File: config.mk
export PLATFORM = sky130hd
export DESIGN_NAME = dsp48a1_mac_seq
export DESIGN_NICKNAME = d
export VERILOG_FILES = /design/src/rtl/dsp48a1_pkg.sv /design/src/rtl/dsp48a1_mac_seq_tag_pipe.sv /design/src/rtl/dsp48a1_mac_seq.sv
export SDC_FILE = /design/constraint.sdc
export NUM_CORES = 1
export LEC_CHECK = 0
export CORE_MARGIN = 3
export CORE_UTILIZATION = 35
export CTS_BUF_LIST = sky130_fd_sc_hd__clkbuf_16
export CTS_CLUSTER_SIZE = 12
export DETAILED_ROUTE_END_ITERATION = 16
export PLACE_DENSITY = 0.75
export SYNTH_ARGS = -nofsm -noshare
export SYNTH_HDL_FRONTEND = slang
export SYNTH_SLANG_ARGS = --single-unit
File: constraint.sdc
create_clock -name clk -period 2.75 [get_ports clk]
set_clock_uncertainty 0.1 [all_clocks]
set_input_delay 0.275 -clock clk [delete_from_list [all_inputs] [get_ports clk]]
set_output_delay 0.275 -clock clk [all_outputs]
set_load 0.02 [all_outputs]
File: src/rtl/dsp48a1_pkg.sv
// Shared definitions for the DSP48A1 MAC sequencer.
//   - slice OPMODE encodings used by the sequencer
//   - per-slot tag carried alongside each operand pair
//   - sequencer FSM states
//   - operand / product widths
// Optional feature macro: DSP48A1_MAC_BIAS_EN (first term adds the C port).
package dsp48a1_pkg;

  localparam int A_W = 18;
  localparam int P_W = 48;

  // OPMODE = {pre/post-add ctl, carryin, Z[1:0], X[1:0]} subset used here.
  localparam logic [7:0] OPM_CLR   = 8'h00;  // X=0, Z=0
  localparam logic [7:0] OPM_FIRST = 8'h01;  // X=M, Z=0
  localparam logic [7:0] OPM_HOLD  = 8'h08;  // X=0, Z=P
  localparam logic [7:0] OPM_ACC   = 8'h09;  // X=M, Z=P
  localparam logic [7:0] OPM_BIAS  = 8'h0D;  // X=M, Z=C

`ifdef DSP48A1_MAC_BIAS_EN
  localparam bit BIAS_EN = 1'b1;
`else
  localparam bit BIAS_EN = 1'b0;
`endif

  typedef struct packed {
    logic valid;
    logic first;
    logic last;
  } tag_t;

  typedef enum logic [1:0] {
    ACC,
    FLUSH,
    HOLD
  } state_t;

  function automatic logic [7:0] tag_opmode(input tag_t t);
    if (!t.valid) return OPM_HOLD;
    if (t.first)  return BIAS_EN ? OPM_BIAS : OPM_FIRST;
    return OPM_ACC;
  endfunction

endpackage

File: src/rtl/dsp48a1_mac_seq_tag_pipe.sv
// Tag shift register that travels alongside the slice pipeline.
// Stage 0 is loaded on the same edge that loads dsp_a/dsp_b, so stage k
// describes the slot presented to the slice k cycles earlier.
// Ports:
//   clk, rst_n  clock, asynchronous active-low clear
//   abort       synchronous clear of every stage
//   tag_in      tag for the slot being issued this cycle (bubble = '0)
//   tag_opm     tag whose opmode must be registered now so that it sits on
//               dsp_opmode OPM_DLY cycles after the slot's operands
//   cap_last    the last term of a frame is at stage DSP_LAT (P is final)
module dsp48a1_tag_pipe
  import dsp48a1_pkg::*;
#(
  parameter int unsigned DSP_LAT = 3,
  parameter int unsigned OPM_DLY = 1
) (
  input  logic clk,
  input  logic rst_n,
  input  logic abort,
  input  tag_t tag_in,
  output tag_t tag_opm,
  output logic cap_last
);

  tag_t stage [DSP_LAT+1];

  always_ff @(posedge clk or negedge rst_n) begin
    if (!rst_n) begin
      for (int unsigned i = 0; i <= DSP_LAT; i++) stage[i] <= '0;
    end else if (abort) begin
      for (int unsigned i = 0; i <= DSP_LAT; i++) stage[i] <= '0;
    end else begin
      stage[0] <= tag_in;
      for (int unsigned i = 1; i <= DSP_LAT; i++) stage[i] <= stage[i-1];
    end
  end

  // dsp_opmode is itself a register, so read one stage early.
  assign tag_opm  = stage[OPM_DLY-1];
  assign cap_last = stage[DSP_LAT].valid && stage[DSP_LAT].last;

endmodule

File: src/rtl/dsp48a1_mac_seq.sv
// Upstream sequencer for an external DSP48A1 slice computing a LEN-term
// dot product P = sum(A*B), one operand pair per cycle.
// Optional feature macro: DSP48A1_MAC_BIAS_EN -- adds port 'bias', sampled
// on the first-term handshake and driven on dsp_c; first opmode becomes 0D.
// Ports:
//   clk, rst_n, abort           clock, async active-low reset, sync abort
//   in_valid/in_ready/in_a/in_b signed 18-bit operand stream
//   res_valid/res_ready/res_p   signed 48-bit result register
//   dsp_a/b/d/c/opmode/ce       slice inputs (D unused, C = bias or 0)
//   dsp_p                       slice P output
module dsp48a1_mac_seq
  import dsp48a1_pkg::*;
#(
  parameter int unsigned LEN     = 4,
  parameter int unsigned DSP_LAT = 3,
  parameter int unsigned OPM_DLY = 1
) (
  input  logic                  clk,
  input  logic                  rst_n,
  input  logic                  abort,
  input  logic                  in_valid,
  output logic                  in_ready,
  input  logic signed [A_W-1:0] in_a,
  input  logic signed [A_W-1:0] in_b,
  output logic                  res_valid,
  input  logic                  res_ready,
  output logic signed [P_W-1:0] res_p,
  output logic signed [A_W-1:0] dsp_a,
  output logic signed [A_W-1:0] dsp_b,
  output logic signed [A_W-1:0] dsp_d,
  output logic signed [P_W-1:0] dsp_c,
  output logic [7:0]            dsp_opmode,
  output logic                  dsp_ce,
  input  logic signed [P_W-1:0] dsp_p
`ifdef DSP48A1_MAC_BIAS_EN
  ,
  input  logic signed [P_W-1:0] bias
`endif
);

  localparam int CNT_W = (LEN > 1) ? $clog2(LEN) : 1;

  state_t           state;
  logic [CNT_W-1:0] cnt;
  logic             hs;
  logic             cnt_first;
  logic             cnt_last;
  tag_t             push_tag;
  tag_t             tag_opm;
  logic             cap_last;

  assign hs        = in_valid && in_ready;
  assign cnt_first = (cnt == '0);
  assign cnt_last  = (cnt == CNT_W'(LEN - 1));

  always_comb begin
    push_tag = '0;
    if (hs) begin
      push_tag.valid = 1'b1;
      push_tag.first = cnt_first;
      push_tag.last  = cnt_last;
    end
  end

  dsp48a1_tag_pipe #(
    .DSP_LAT (DSP_LAT),
    .OPM_DLY (OPM_DLY)
  ) u_tag_pipe (
    .clk      (clk),
    .rst_n    (rst_n),
    .abort    (abort),
    .tag_in   (push_tag),
    .tag_opm  (tag_opm),
    .cap_last (cap_last)
  );

  assign dsp_d = '0;

  always_ff @(posedge clk or negedge rst_n) begin
    if (!rst_n) begin
      state      <= ACC;
      cnt        <= '0;
      in_ready   <= 1'b0;
      res_valid  <= 1'b0;
      res_p      <= '0;
      dsp_a      <= '0;
      dsp_b      <= '0;
      dsp_opmode <= OPM_CLR;
      dsp_ce     <= 1'b0;
    end else begin
      dsp_ce <= 1'b1;
      if (abort) begin
        // One cycle of OPM_CLR zeroes P so a partial sum never leaks.
        state      <= ACC;
        cnt        <= '0;
        in_ready   <= 1'b1;
        res_valid  <= 1'b0;
        dsp_opmode <= OPM_CLR;
      end else begin
        dsp_opmode <= tag_opmode(tag_opm);
        if (hs) begin
          dsp_a <= in_a;
          dsp_b <= in_b;
        end
        case (state)
          ACC: begin
            in_ready <= !(hs && cnt_last);
            if (hs) begin
              if (cnt_last) begin
                cnt   <= '0;
                state <= FLUSH;
              end else begin
                cnt <= cnt + 1'b1;
              end
            end
          end
          FLUSH: begin
            if (cap_last) begin
              res_p     <= dsp_p;
              res_valid <= 1'b1;
              state     <= HOLD;
            end
          end
          HOLD: begin
            if (res_ready) begin
              res_valid <= 1'b0;
              in_ready  <= 1'b1;
              state     <= ACC;
            end
          end
          default: state <= ACC;
        endcase
      end
    end
  end

`ifdef DSP48A1_MAC_BIAS_EN
  logic signed [P_W-1:0] c_q;

  // Held until the next frame's first term; CREG in the slice aligns it.
  always_ff @(posedge clk or negedge rst_n) begin
    if (!rst_n) begin
      c_q <= '0;
    end else if (!abort && hs && cnt_first) begin
      c_q <= bias;
    end
  end

  assign dsp_c = c_q;
`else
  assign dsp_c = '0;
`endif

endmodule

==> run metrics <==
Tcrit/Tclk final=64.54%; Syn-to-layout area delta=46.15%; Clock Sinks=101; Worst R2R Start=state[0]; Resized cells post-CTS=0; post-synthesis mux area share=22.55%; I/O Buffers=177; Die W=117.8 microns; die area=13870 sq um; CTS tree=built; Area after DPL=6066 sq um; clk slew on worst S/H paths=0.06 ns; Fillers=1051; global-route wire length before repair=14880 microns; Synth Cell Area=4373 sq um; maximum vdd ir drop=371.9 uV; TritonRoute pass-1 iters=4; synth warn=0; Core Area=12110 sq um; Worst Setup End Kind=register; Post-Route WL=9348 microns; Min Hold Slack=0.3256 ns; DRT antenna net count=0; kind of critical path=reg -> reg; vias=2779; initial antenna violation count=0; hold buffers post-CTS=1; DR WL/cell=14.19 microns; largest net degree at the start of global routing=56; leakage power=2.835 nW; Finished Cell Area=6391 sq um; H-tree depth=3; Adder-Cell Fraction of Synth Area=0.5722%; main combinational cell family by area after synthesis=multiplexers; Initial Utilization=36.11%; status=completed; R2R setup slack=0.98 ns; simple logic cell fraction of the synthesized area=2.976%; most frequent cells in the layout=clkdlybuf4s50_1 (176), dfrtp_1 (101), mux2_2 (76), conb_1 (73), clkbuf_16 (9); num ports=250; Slew Viols, Final=0; Max Cap Viol=0; nets=577; Via density=4.217; Reg2Reg Depth=4; Seq/Total Area, Yosys=57.80%; Root Buffer Master=clkbuf_16; CTS max path bufs=2; Antenna Cells=0; Seq. cell area=2527 sq um; Worst-Skew Late Latency=0.34 ns; final setup margin=0.9752 ns; CP arrival=1.89 ns; GRT Total Usage=13.33%; grt total ovfl=0; HP Start=u_tag_pipe.tag_opm[1]; CTS buffer count=9; Pwr Density=595.3 nW/um^2; Mean Syn Cell Area=14.34 sq um; leading cell type in the layout, fill and taps excluded=clkdlybuf4s50_1; setup slack at placement=0.7663 ns; CP Data Required Time=2.87 ns; Finish-stage setup viols=0; num rows=40; startpoint class of the critical path=register; unrepaired setup endpoints after global routing=false; setup_tns=0 ns; Worst R2R End=res_p[5]; layout cell share with drive strength beyond 1=22.00%; xor-xnor portion of the synthesized cell area=0%; setup bufs post-CTS=0; Hold Crit Endpoint=dsp_opmode[3]; max_slew headroom=51.98%; synth unique cells=26; final std cells w/o fill=659; class of the worst hold path=reg -> reg; largest fanout on the critical path=50; Final GP Congestion=0.7647; Hold Path Stages=1; max frequency=563.4 MHz; number of remaining DRC errors=0; Final min period=1.775 ns; Die Span Y=117.8 microns; final hold violation count=0; Worst Tran Pin Value=0.7203 ns; post-synthesis compound-gate area fraction=1.059%; multi-input logic area=1469 sq um; Mapped Cells=305; number of global-route vias before repair=2906; DP HPWL=7012 microns; Seq cells post-synth=101; placed cell count=642; Detailed Route Iter0 Violations=75
==> how the worst max path moves through the flow <==
| stage | cells past startpoint | slack (ns) | startpoint | end |
|---|---|---|---|---|
| floorplan | 5 | 1.08 | in_ready | dsp_a[10] |
| global placement | 4 | 0.82 | abort | res_p[31] |
| detailed placement | 4 | 0.77 | abort | res_p[21] |
| CTS | 4 | 0.98 | state[0] | res_p[21] |
| global route | 4 | 0.89 | state[0] | res_p[14] |
| finish | 4 | 0.98 | state[0] | res_p[5] |
==> layout make-up <==
class | count | area share, %
clock buffer | 9 | 3.524
clock inverter | 7 | 1.410
inverter | 6 | 0.3524
multi-input combinational | 186 | 22.98
sequential | 101 | 39.55
tap | 168 | 3.289
timing repair buffer | 182 | 28.90
==> flip-flops by register name, summed over array words and instances (netlist names) <==
signal and count:
cnt 2, u_tag_pipe.tag_opm 3, res_valid 1, dsp_opmode 2, in_ready 1, dsp_b 18
u_tag_pipe.stage 5, res_p 48, dsp_ce 1, state 2, dsp_a 18
==> power by group <==
part / leakage, nW / switching [mW] / internal [mW] / total [mW]
combinational: 1.42 / 0.391 / 0.412 / 0.803
clock: 0.154 / 0.539 / 0.793 / 1.33
sequential: 1.26 / 0.0623 / 1.61 / 1.67
total: 2.83 / 0.992 / 2.81 / 3.80
==> stage by stage <==
stage | total power [mW] | util [%]
floorplan | 2.143 | -
finish | 3.805 | 52.77
global route | 3.979 | 52.77
detailed placement | 2.506 | 50.08
CTS | 3.864 | 52.77
global placement | 2.488 | 50.08
==> worst max-delay path, cell delays in order (launching register included) <==
cell	delay (ns)
dfrtp_1	0.39
inv_1	0.12
nor4_4	0.32
buf_12	0.32
mux2_2	0.38
==> Yosys cell counts <==
master    number  area [sq um]
a21oi_1        2         10.01
mux2i_1        1         10.01
clkbuf_1       1         3.750
nand4b_1       1         8.760
nand2_1        3         11.26
buf_4         73         548.0
nor2_1         3         11.26
o31a_1         1         8.760
nand4_1        1         6.260
nor2b_1        6         37.54
and2_1         1         6.260
and4bb_2       1         12.51
o31ai_1        1         7.510
conb_1         2         7.510
buf_6          5         56.30
buf_2          4         20.02
mux2_4         8         120.1
ha_1           2         25.02
nand3_1        2         10.01
dfrtp_1      101          2527
mux2_2        76         855.8
nor3_1         1         5.000
inv_1          6         22.52
a41o_2         1         11.26
nor4_4         1         21.27
a31o_2         1         8.760
==> metal layers <==
metal / vias up / track usage [%] / share of wire (%)
met5: - / 0 / 0
met4: 0 / 5.568 / 1.7
met3: 12 / 6.199 / 12
met2: 168 / 22.67 / 49
met1: 1358 / 14.28 / 37
li1: 1241 / - / -
==> logic make-up after synthesis <==
logic type | count (synthesis)
other cells | 2
fa+ha+maj | 2
compound gates | 6
simple gates | 20
flops | 101
buf+inv | 89
mux | 85
No activity file was read; power rests on OpenSTA's default activity.
